[src/rtl/serial_digit_adder_pkg.sv]
// Shared types for the serial digit adder: FSM state encoding and the
// helper that derives how many digit steps one operation takes.
package serial_digit_adder_pkg;

  typedef enum logic [1:0] {
    IDLE = 2'd0,
    RUN  = 2'd1,
    DONE = 2'd2
  } state_t;

  function automatic int calc_steps(input int width, input int digit);
    return width / digit;
  endfunction

endpackage

[src/rtl/serial_digit_adder_adder_digit.sv]
// Purely combinational DIGIT-bit ripple adder; also exposes the carry into
// its top bit so the caller can form two's-complement overflow.
module adder_digit #(
  parameter int DIGIT = 2
) (
  input  logic [DIGIT-1:0] x,
  input  logic [DIGIT-1:0] y,
  input  logic             ci,
  output logic [DIGIT-1:0] s,
  output logic             co,
  output logic             c_msb
);

  logic [DIGIT:0] c;

  // Ripple the carry bit by bit; c[i] is the carry into bit i.
  always_comb begin
    c    = '0;
    s    = '0;
    c[0] = ci;
    for (int i = 0; i < DIGIT; i++) begin
      s[i]   = x[i] ^ y[i] ^ c[i];
      c[i+1] = (x[i] & y[i]) | (c[i] & (x[i] ^ y[i]));
    end
  end

  assign co    = c[DIGIT];
  assign c_msb = c[DIGIT-1];

endmodule

[src/rtl/serial_digit_adder.sv]
// Multi-cycle adder/subtractor: consumes DIGIT bits of each operand per clock,
// LSB digit first, holding the carry in a register between digits.
module serial_digit_adder
  import serial_digit_adder_pkg::*;
#(
  parameter int WIDTH = 8,
  parameter int DIGIT = 2
) (
  input  logic             clk,
  input  logic             rst,
  input  logic             start,
  input  logic [WIDTH-1:0] a,
  input  logic [WIDTH-1:0] b,
  input  logic             cin,
  input  logic             sub,
  output logic             busy,
  output logic             done,
  output logic [WIDTH-1:0] sum,
  output logic             cout,
  output logic             ovf
);

  localparam int STEPS = calc_steps(WIDTH, DIGIT);
  localparam int CW    = $clog2(STEPS + 1);

  state_t           state;
  logic [WIDTH-1:0] areg;
  logic [WIDTH-1:0] breg;
  logic [WIDTH-1:0] sumreg;
  logic             carry;
  logic [CW-1:0]    cnt;
  logic             coutreg;
  logic             ovfreg;

  logic [DIGIT-1:0] dsum;
  logic             dco;
  logic             dmsb;

  adder_digit #(.DIGIT(DIGIT)) u_digit (
    .x     (areg[DIGIT-1:0]),
    .y     (breg[DIGIT-1:0]),
    .ci    (carry),
    .s     (dsum),
    .co    (dco),
    .c_msb (dmsb)
  );

  // Subtraction is a + ~b + 1, so B is inverted and the carry seeded with 1
  // at capture time; each RUN cycle then retires one digit into the result's
  // MSB end so that after STEPS shifts the full word is aligned.
  always_ff @(posedge clk) begin
    if (rst) begin
      state   <= IDLE;
      areg    <= '0;
      breg    <= '0;
      sumreg  <= '0;
      carry   <= 1'b0;
      cnt     <= '0;
      coutreg <= 1'b0;
      ovfreg  <= 1'b0;
    end else begin
      case (state)
        IDLE: begin
          if (start) begin
            areg  <= a;
            breg  <= sub ? ~b : b;
            carry <= sub ? 1'b1 : cin;
            cnt   <= '0;
            state <= RUN;
          end
        end
        RUN: begin
          areg   <= areg >> DIGIT;
          breg   <= breg >> DIGIT;
          sumreg <= (sumreg >> DIGIT) | (WIDTH'(dsum) << (WIDTH - DIGIT));
          carry  <= dco;
          cnt    <= cnt + CW'(1);
          if (cnt == CW'(STEPS - 1)) begin
            coutreg <= dco;
            ovfreg  <= dco ^ dmsb;
            state   <= DONE;
          end
        end
        DONE:    state <= IDLE;
        default: state <= IDLE;
      endcase
    end
  end

  assign busy = (state == RUN);
  assign done = (state == DONE);
  assign sum  = sumreg;
  assign cout = coutreg;
  assign ovf  = ovfreg;

endmodule

[config.mk]
export PLATFORM = sky130hd
export DESIGN_NAME = serial_digit_adder
export DESIGN_NICKNAME = d
export VERILOG_FILES = /design/src/rtl/serial_digit_adder_pkg.sv /design/src/rtl/serial_digit_adder_adder_digit.sv /design/src/rtl/serial_digit_adder.sv
export SDC_FILE = /design/constraint.sdc
export NUM_CORES = 1
export LEC_CHECK = 0
export ABC_CLOCK_PERIOD_IN_PS = 1900
export CORE_MARGIN = 5
export CORE_UTILIZATION = 37
export CTS_BUF_LIST = sky130_fd_sc_hd__clkbuf_8
export DETAILED_ROUTE_END_ITERATION = 12
export PLACE_DENSITY = 0.59
export SLEW_MARGIN = 30
export SYNTH_ARGS = -nofsm -noshare
export SYNTH_HDL_FRONTEND = slang
export SYNTH_SLANG_ARGS = --single-unit
[constraint.sdc]
create_clock -name clk -period 1.9 [get_ports clk]
set_input_delay 0.19 -clock clk [delete_from_list [all_inputs] [get_ports clk]]
set_output_delay 0.19 -clock clk [all_outputs]
set_load 0.1 [all_outputs]
Word level (Yosys, flattened, before mapping)
Cells that the tools add are included.
Word-level totals
  flip-flop bits (word level): 32
  latch bits: 0
  bits in writable memories: 0
  ROM bits: 0
  output and inout port bits: 12
  logic and storage cells: 45
  memories kept: 0
Operators by class
  add/subtract/negate cells: 1
  multiply operators: 0
  div/mod/pow operators: 0
  magnitude comparators: 0
  eq/ne operators: 5
  shift-type cells: 0
  muxes and demuxes: 13
  bitwise logic cells: 13
  reductions and logical operators: 5
Operator list (count)
  8-bit case mux with 2 select lines: 2
  8-bit 2-to-1 mux: 3
  8-bit NOT: 1
  6-bit by 8-bit bitwise OR with 8-bit output: 1
  3-bit case mux with 2 select lines: 1
  2-bit AND reduction: 3
  1-bit XOR: 5
  1-bit bitwise AND: 4
  2-bit 2-to-1 mux: 2
  2-bit case mux with 2 select lines: 1
  3-bit by 1-bit adder with 3-bit output, second input constant: 1
  3-bit by 2-bit == test with 1-bit output, second input constant: 1
  3-bit 2-to-1 mux: 1
  2-bit by 1-bit == test with 1-bit output, second input constant: 1
  2-bit == test, second input constant: 1
  2-bit zero test: 1
  1-bit 2-to-1 mux: 2
  2-bit by 1-bit != test with 1-bit output, second input constant: 1
  2-bit != test, second input constant: 1
  1-bit bitwise OR: 2
  1-bit case mux with 2 select lines: 1
  2-bit nonzero test: 1

Depth between registers and ports, before layout
Gate-level depths: netlist of the first run.
  depth in word-level cells: 6
  gate-level depth with buffers: 6

By module
From an unflattened synthesis of the first run, not the netlist that was laid out.
Unflattened totals
  cell total of the unflattened synthesis: 153
  area, all modules: 1397.6 um^2
Modules (own cells, without submodules)
  serial_digit_adder: instances 1, cells each 151, area each 1357.6 um^2, seq. area each 640.6 um^2
  adder_digit: instances 1, cells each 2, area each 40.0 um^2, seq. area each 0.0 um^2

Least setup slack after synthesis of the first run
OpenSTA, ideal clock, no wires.
  kind: reg2out
  start: register state[1]
  end: output port done
  data arrival time: 1.762 ns
  data required time: 1.710 ns
  path slack: -0.052 ns
  stages on the path, launching flop included: 3
  path through: dfxtp_1 > inv_1 > nor2_1
Between the ends
  longest elaborated chain between the ends: 1
RTL lines
  start, declared: line serial_digit_adder.sv:26  | state_t state;
  start signal, assigned: line serial_digit_adder.sv:53  | state <= IDLE;
  start signal, assigned: line serial_digit_adder.sv:69  | state <= RUN;
  start signal, assigned: line serial_digit_adder.sv:81  | state <= DONE;
  2-bit == test: line serial_digit_adder.sv:91  | assign done = (state == DONE);
  end, declared: line serial_digit_adder.sv:17  | output logic done,
No other way between the ends.

Worst setup path after layout of the first run
  start: register areg[0]
  end: register ovfreg, in the netlist ovf
Between the ends
  longest elaborated chain between the ends: 6
  elaborated cells between the ends (all ways): 7
RTL lines
  start, declared: line serial_digit_adder.sv:27  | logic [WIDTH-1:0] areg;
  start signal, assigned: line serial_digit_adder.sv:73  | areg <= areg >> DIGIT;
  1-bit XOR: line serial_digit_adder_adder_digit.sv:23  | c[i+1] = (x[i] & y[i]) | (c[i] & (x[i] ^ y[i]));
  1-bit bitwise AND: line serial_digit_adder_adder_digit.sv:23
  1-bit bitwise OR *: line serial_digit_adder_adder_digit.sv:23
  1-bit bitwise AND: line serial_digit_adder_adder_digit.sv:23
  1-bit bitwise OR: line serial_digit_adder_adder_digit.sv:23
  1-bit XOR *: line serial_digit_adder.sv:80  | ovfreg <= dco ^ dmsb;
  end signal, assigned: line serial_digit_adder.sv:80
  end, declared: line serial_digit_adder.sv:33  | logic ovfreg;
Every way passes the cells marked *; elsewhere a longest branch is shown, timed or not.
A chain may end at the register's enable or synchronous reset.

==> results of run 1 <==
-- area by class of cell --
cell class / count / area [µm²]
inverters: 9 / 36.3
well taps: 48 / 60.1
repair buffers: 36 / 358
flip-flops and latches: 32 / 641
clock buffers: 6 / 82.6
clock inverters: 2 / 7.51
multi-input cells: 100 / 666
fillers: 372 / 1810
-- state kept, by name, summed over array words and instances (netlist names) --
signal	count
areg	8
sum	8
cout	1
ovf	1
carry	1
cnt	3
breg	8
state	2
-- critical path: stages, from the launching register on --
cell and delay (ns):
dfxtp_1 0.31, inv_1 0.06, fa_1 0.47, fa_1 0.44
xnor2_1 0.15, a311oi_1 0.25
-- Yosys cell counts (all sizes together) --
| library cell | count | share of area |
|---|---|---|
| nor2 | 21 | 0.056 |
| a221oi | 2 | 0.012 |
| nor3b | 1 | 0.0089 |
| o21ba | 2 | 0.014 |
| or3 | 1 | 0.0045 |
| o21bai | 1 | 0.0080 |
| xnor2 | 7 | 0.044 |
| dfxtp | 32 | 0.46 |
| clkbuf | 5 | 0.014 |
| a311oi | 2 | 0.012 |
| o2bb2ai | 4 | 0.025 |
| a22oi | 11 | 0.059 |
| nand2b | 3 | 0.015 |
| buf | 5 | 0.030 |
| a211oi | 7 | 0.037 |
| o22a | 1 | 0.0062 |
| ha | 2 | 0.018 |
| inv | 9 | 0.026 |
| xor2 | 2 | 0.012 |
| fa | 2 | 0.029 |
| a21oi | 8 | 0.029 |
| nand2 | 13 | 0.035 |
| o31ai | 1 | 0.0054 |
| a2bb2oi | 1 | 0.0062 |
| o22ai | 8 | 0.036 |
-- final timing paths --
| path | slack, ns | from | end | depth (start not counted) |
|---|---|---|---|---|
| worst max register to register | 0.14 | areg[0] | ovf | 5 |
| worst max-delay path | 0.14 | areg[0] | ovf | 5 |
| worst min register to register | 0.46 | sum[0] | sum[0] | 2 |
| worst min-delay path | 0.46 | sum[0] | sum[0] | 2 |
-- layer usage --
metal | vias up | GRT usage | share of wire
li1 | 595 | - | -
met1 | 538 | 0.144 | 0.46
met2 | 29 | 0.205 | 0.48
met3 | 0 | 0.0449 | 0.060
met4 | 0 | 0.0501 | 0
met5 | - | 0 | 0
-- power by group --
part / internal, mW / total, mW / switching [mW]
registers: 0.713 / 0.740 / 0.0272
clock network: 0.284 / 0.520 / 0.236
logic: 0.129 / 0.304 / 0.175
total: 1.13 / 1.56 / 0.438
-- cell families after synthesis --
family                     count (synthesis)  synth area share
AOI/OAI and AO/OA                         48             0.251
xor gates and xnor gates                   9            0.0562
adders and majority gates                  4            0.0464
buffers and inverters                     19            0.0705
DFF                                       32             0.457
and+or+nand+nor                           39             0.120
-- through the flow --
stage | setup WS (ns) | std cells | utilization | power (mW) | area, µm²
after floorplan | 0.222 | 151 | - | 0.964 | 1410
after global placement | 0.185 | 225 | 0.481 | 1.06 | 1760
after detailed placement | 0.151 | 225 | 0.481 | 1.06 | 1760
after CTS | 0.138 | 233 | 0.505 | 1.59 | 1850
after global routing | 0.0566 | 233 | 0.505 | 1.64 | 1850
final | 0.135 | 233 | 0.505 | 1.56 | 1850
==> reports/metrics.cfg, run 1 <==
[logic_synthesis]
yosysWarningCount = 0
syn_area_per_cell_um2 = 9.29
seq_area_frac_synth = 0.457
syn_area_mm2 = 0.00140
ys_ff_latch = 32
synthDistinctLibCells = 30
synth_cells = 151
syn_nets = 176

[route]
drt_wl_total_um = 2990
wire_per_inst_um = 12.8
viasPerCell = 4.99
via_count = 1162
first_pass_iters = 4
drc = 0
drtIter0Drc = 22
ant_nets = 0

[min_path]
holdCritPathClass = register to register

[clock_tree]
hold_buffers = 0
root_buffer = clkbuf_8
htree_levels = 2
path_clk_slew_ns = 0.06
cts-resized-gates = 0
clkLatencyLatePin_ns = 0.28
cts_inserted_buffers = 5
cts.sinks = 32
clockBufferDepth = 2
cts_setup_buffers = 0
cts_tree = yes

[layout]
drive_gt1_frac = 0.157
areaGrowthSynthToFinish_pct = 31.9
layout_commonest_cell = dfxtp_1
fin_nets = 209
final_cell_mix = dfxtp_1, nor2_1, clkdlybuf4s50_1
antenna_cells = 0

[sta]
fin_crit_ns = 1.76
tightest_slew_ns = 0.428
rsz0062_at_grt = false
holdWs_ns = 0.455
fin_worst_skew_ns = 0.00675
fmax_mhz = 567
slew_violations = 0
setup_viol = 0
hold_violations = 0
slew_headroom = 0.713
fin_crit_sh = 0.929
setup_tns_ns = 0

[floorplanning]
die_area_mm2 = 0.00512
row_count = 22
die_x_um = 71.6
coreArea_mm2 = 0.00366
initial_core_util = 0.383
io-pin-count = 33
die_y_um = 71.6

[global_route]
antenna_found_initial = 0
globalRouteOverflowTotal = 0
grt_pass1_wl_um = 5000
grt_max_degree = 25
grt_use_total = 0.124
first_global_vias = 1121

[power_and_ir_drop]
irDropWorstVdd_v = 0.000432
leakagePower_nw = 0.688
power.density_mw_per_mm2 = 845

[run_status]
status = finished clean

[placement]
gp_congestion = 0.747
dp.final_hpwl_um = 2240
port_buffers = 32

[worst_setup_path]
required_ns = 2.09
arrival_ns = 1.96
crit_type = register to register
critPathMaxFanout = 3
start_kind = register
crit_path_end_kind = register

[flow_run]
drv_cap = 0

Power figures use the tool's default switching activity.
==> run 2: changes to the inputs <==
--- a/config.mk
+++ b/config.mk
@@ -11,6 +11,7 @@
 export CTS_BUF_LIST = sky130_fd_sc_hd__clkbuf_8
 export DETAILED_ROUTE_END_ITERATION = 12
 export PLACE_DENSITY = 0.59
+export REMOVE_ABC_BUFFERS = 1
 export SLEW_MARGIN = 30
 export SYNTH_ARGS = -nofsm -noshare
 export SYNTH_HDL_FRONTEND = slang
==> run 2 against run 1 <==
  * Total power decreased by 3.1%
  * Flip-flop and latch count unchanged
  * Utilization decreased by 0.20 points
  * Die area unchanged
  * First-iteration DRC count increased to 2.6 times the previous value
  * Clock power decreased by 10%
  * Sequential share of layout area increased by 0.14 points
  * Combinational power about the same
  * Via count increased by 0.95%
  * Maximum frequency decreased by 1.7%
  * Highest routed layer is now met4
  * Register-to-register slack got worse by 0.03 ns
  * Count of clock-buffer cells in the layout decreased by 1
==> reports/metrics.cfg, run 2 (synthesis results as in run 1) <==
[run_status]
status = finished clean

[global_route]
first_global_vias = 1165  ; +3.9%
antenna_found_initial = 0  ; unchanged
grt_pass1_wl_um = 5170  ; +3.3%
globalRouteOverflowTotal = 0  ; unchanged
grt_max_degree = 25  ; unchanged
grt_use_total = 0.125  ; +0.00146

[clock_tree]
cts_setup_buffers = 0  ; unchanged
cts-resized-gates = 0  ; unchanged
clkLatencyLatePin_ns = 0.28  ; about the same
htree_levels = 2  ; unchanged
clockBufferDepth = 2  ; unchanged
cts_inserted_buffers = 5  ; unchanged
cts_tree = yes
path_clk_slew_ns = 0.06  ; about the same
cts.sinks = 32  ; unchanged
hold_buffers = 0  ; unchanged
root_buffer = clkbuf_8

[route]
ant_nets = 0  ; unchanged
drtIter0Drc = 57  ; +160%
wire_per_inst_um = 12.9  ; +0.30%
via_count = 1173  ; +0.95%
viasPerCell = 5.03  ; +0.95%
drt_wl_total_um = 3000  ; +0.30%
first_pass_iters = 4  ; unchanged
drc = 0  ; unchanged

[floorplanning]
initial_core_util = 0.383  ; unchanged
row_count = 22  ; unchanged
io-pin-count = 33  ; unchanged
die_area_mm2 = 0.00512  ; unchanged
die_x_um = 71.6  ; unchanged
die_y_um = 71.6  ; unchanged
coreArea_mm2 = 0.00366  ; unchanged

[sta]
fin_worst_skew_ns = 0.00484  ; -0.00190 ns
slew_headroom = 0.706  ; -0.00781
tightest_slew_ns = 0.440  ; +0.0117 ns
fin_crit_sh = 0.945  ; +0.0159
setup_tns_ns = 0  ; unchanged
hold_violations = 0  ; unchanged
setup_viol = 0  ; unchanged
fin_crit_ns = 1.79  ; +0.0302 ns
fmax_mhz = 557  ; -1.7%
fin_ws_ns = 0.105  ; -0.0302 ns
holdWs_ns = 0.457  ; +0.00119 ns
slew_violations = 0  ; unchanged
rsz0062_at_grt = false

[worst_setup_path]
start_kind = register
crit_type = register to register
required_ns = 2.08  ; about the same
crit_path_end_kind = register
critPathMaxFanout = 3  ; unchanged
arrival_ns = 1.98  ; +0.02 ns

[layout]
regArea_um2 = 641  ; unchanged
drive_gt1_frac = 0.157  ; unchanged
fin_area_mm2 = 0.00184  ; -0.41%
final_cell_mix = dfxtp_1, nor2_1, clkdlybuf4s50_1
final_cells = 233  ; unchanged
layout_commonest_cell = dfxtp_1
fin_nets = 210  ; +0.48%
antenna_cells = 0  ; unchanged
areaGrowthSynthToFinish_pct = 31.4
multi_input_area_um2 = 663  ; -0.38%
final_core_util = 0.503  ; -0.00205
nFillCells = 363  ; -2.4%

[placement]
gp_congestion = 0.729  ; -2.5%
port_buffers = 32  ; unchanged
placed_cell_area_mm2 = 0.00177  ; +0.28%
pre_cts_slack_ns = 0.112  ; -0.0389 ns
place_inst = 226  ; +0.44%
dp.final_hpwl_um = 2300  ; +2.5%

[power_and_ir_drop]
irDropWorstVdd_v = 0.000334  ; -23%
leakagePower_nw = 0.685  ; -0.47%
power.density_mw_per_mm2 = 822  ; -2.7%
total_power_mw = 1.52  ; -3.1%

[flow_run]
drv_cap = 0  ; unchanged

[min_path]
holdCritPathClass = register to register

## run 2: worst paths after layout
kind	slack [ns]	endpoint	from	depth (start not counted)
worst max-delay path	0.11	ovf	areg[0]	5
worst min-delay path	0.46	sum[1]	sum[1]	2
worst max register to register	0.11	ovf	areg[0]	5
worst min register to register	0.46	sum[1]	sum[1]	2
## run 2: routing by layer
metal,wire (µm),global-route usage,up-vias
li1,-,-,597
met1,1390,0.157,541
met2,1370,0.197,33
met3,216,0.0561,2
met4,20,0.0292,0
met5,0,0,-
## run 2: power by group
| group | internal [mW] | switching, mW | total [mW] |
|---|---|---|---|
| sequential | 0.713 | 0.0265 | 0.740 |
| combinational | 0.131 | 0.176 | 0.307 |
| clock | 0.243 | 0.225 | 0.468 |
## run 2: layout make-up
cell class / instances / share of cell area
Clock inverter: 2 / 0.00475
Sequential cell: 32 / 0.348
Inverter: 9 / 0.0197
Tap cell: 48 / 0.0326
Clock buffer: 5 / 0.0373
Multi-Input combinational cell: 100 / 0.360
Timing Repair Buffer: 37 / 0.198
## run 2: critical path, stage by stage, from the launching register on
cell and delay, ns:
dfxtp_1 0.31, inv_1 0.06, fa_1 0.48, fa_1 0.44, xnor2_1 0.16, a311oi_1 0.26
==> run 3: changes to the inputs <==
==> constraint.sdc (replaced) <==
create_clock -name clk -period 1.9 [get_ports clk]
set_input_delay 0.19 -clock clk [delete_from_list [all_inputs] [get_ports clk]]
set_output_delay 0.19 -clock clk [all_outputs]
set_load 0.01 [all_outputs]
==> run 3 against run 2 <==
  * Clock skew fell by 0.00095 ns
  * Global-route usage rose by 0.22 points
  * Maximum frequency rose by 0.86%
  * Hold slack got worse by 0.0011 ns
  * Sequential power fell by 0.7%
  * Routed wire length rose by 3.0%
  * Count of clock-buffer cells in the layout rose by 1
  * Via count rose by 2.3%
  * Setup slack improved by 0.015 ns
  * Non-clock buffer count rose by 2
  * First-iteration DRC count fell by 21%
  * Utilization rose by 0.89 points
  * Critical endpoint unchanged
  * Largest power group unchanged
==> reports/metrics.cfg, run 3 (synthesis results as in run 1) <==
[worst_setup_path]
crit_type = register to register
crit_path_end_kind = register
start_kind = register
worstRegToRegCells = 5  ; unchanged
critPathMaxFanout = 3  ; unchanged
arrival_ns = 1.97  ; about the same
r2r_setup_slack_ns = 0.12  ; +0.02 ns
required_ns = 2.09  ; about the same

[clock_tree]
root_buffer = clkbuf_8
cts_inserted_buffers = 5  ; unchanged
path_clk_slew_ns = 0.06  ; about the same
cts-resized-gates = 0  ; unchanged
clkLatencyLatePin_ns = 0.28  ; about the same
htree_levels = 2  ; unchanged
cts_tree = yes
cts_setup_buffers = 0  ; unchanged
hold_buffers = 0  ; unchanged
cts.sinks = 32  ; unchanged
clockBufferDepth = 2  ; unchanged

[layout]
final_cell_mix = dfxtp_1, clkdlybuf4s50_1, nor2_1
areaGrowthSynthToFinish_pct = 33.7
nFillCells = 351  ; -3.3%
antenna_cells = 0  ; unchanged
fin_nets = 212  ; +0.95%
drive_gt1_frac = 0.101  ; -0.0557

[sta]
slew_violations = 0  ; unchanged
setup_tns_ns = 0  ; unchanged
setup_viol = 0  ; unchanged
fmax_mhz = 562  ; +0.86%
tightest_slew_ns = 0.426  ; -0.0143 ns
fin_crit_ns = 1.78  ; -0.0153 ns
rsz0062_at_grt = false
fin_worst_skew_ns = 0.00389  ; -0.000953 ns
slew_headroom = 0.715  ; +0.00954
fin_crit_sh = 0.937  ; -0.00803
hold_violations = 0  ; unchanged

[route]
via_count = 1200  ; +2.3%
first_pass_iters = 4  ; unchanged
viasPerCell = 5.08  ; +1.0%
drtIter0Drc = 45  ; -21%
drt_wl_total_um = 3090  ; +3.0%
wire_per_inst_um = 13.1  ; +1.7%
drc = 0  ; unchanged
ant_nets = 0  ; unchanged

[power_and_ir_drop]
leakagePower_nw = 0.674  ; -1.6%
total_power_mw = 1.52  ; about the same
power.density_mw_per_mm2 = 808  ; -1.7%
irDropWorstVdd_v = 0.000330  ; -1.1%

[placement]
gp_congestion = 0.721  ; -1.1%
dp.final_hpwl_um = 2350  ; +2.4%
port_buffers = 32  ; unchanged

[floorplanning]
die_area_mm2 = 0.00512  ; unchanged
row_count = 22  ; unchanged
io-pin-count = 33  ; unchanged
die_x_um = 71.6  ; unchanged
die_y_um = 71.6  ; unchanged
coreArea_mm2 = 0.00366  ; unchanged
initial_core_util = 0.383  ; unchanged

[global_route]
grt_pass1_wl_um = 5210  ; +0.79%
first_global_vias = 1159  ; -0.52%
grt_use_total = 0.127  ; +0.00222
grt_max_degree = 24  ; -4.0%
antenna_found_initial = 0  ; unchanged
globalRouteOverflowTotal = 0  ; unchanged

[run_status]
status = finished clean

[min_path]
holdPathStages = 2  ; unchanged
holdCritPathClass = register to register

[flow_run]
drv_cap = 0  ; unchanged

==> run 3: through the flow <==
| step | instance area (µm²) | util | hold slack [ns] | std cells | setup slack, ns |
|---|---|---|---|---|---|
| 3_3_place_gp | 1790 | 0.488 | 0.443 | 228 | 0.182 |
| 6_report | 1880 | 0.512 | 0.456 | 236 | 0.121 |
| 4_1_cts | 1880 | 0.512 | 0.463 | 236 | 0.102 |
| 2_1_floorplan | 1340 | - | 0.259 | 141 | 0.223 |
| 3_5_place_dp | 1790 | 0.488 | 0.454 | 228 | 0.112 |
| 5_1_grt | 1880 | 0.512 | 0.485 | 236 | 0.0152 |
==> run 3: path summary, 6_finish.rpt <==
| check | startpoint | end |
|---|---|---|
| setup reg to reg | breg[0] | ovf |
| setup / recovery | breg[0] | ovf |
| hold / removal | sum[0] | sum[0] |
| hold reg to reg | sum[0] | sum[0] |
==> run 3: area by class of cell <==
cell class / instances / area (µm²) / share of cell area
Sequential cell: 32 / 641 / 0.342
Inverter: 9 / 36.3 / 0.0193
Multi-Input combinational cell: 100 / 663 / 0.354
Tap cell: 48 / 60.1 / 0.0320
Clock buffer: 6 / 82.6 / 0.0440
Clock inverter: 2 / 7.51 / 0.00400
Timing Repair Buffer: 39 / 385 / 0.205
==> run 3: power by group <==
part           internal, mW  switching, mW  total, mW
combinational         0.134          0.124      0.258
sequential            0.713         0.0218      0.735
clock                 0.284          0.239      0.523
==> run 3: critical path: stages, from the launching register on <==
cell      delay [ns]
dfxtp_1         0.33
inv_1           0.06
fa_1            0.44
fa_1            0.43
xnor2_1         0.15
a311oi_1        0.26
==> run 3: layer usage <==
metal	part of all wire	wire, µm	up-vias	GRT usage
li1	-	-	604	-
met1	0.47	1450	555	0.156
met2	0.45	1380	35	0.201
met3	0.069	213	6	0.0519
met4	0.014	44	0	0.0459
met5	0	0	-	0
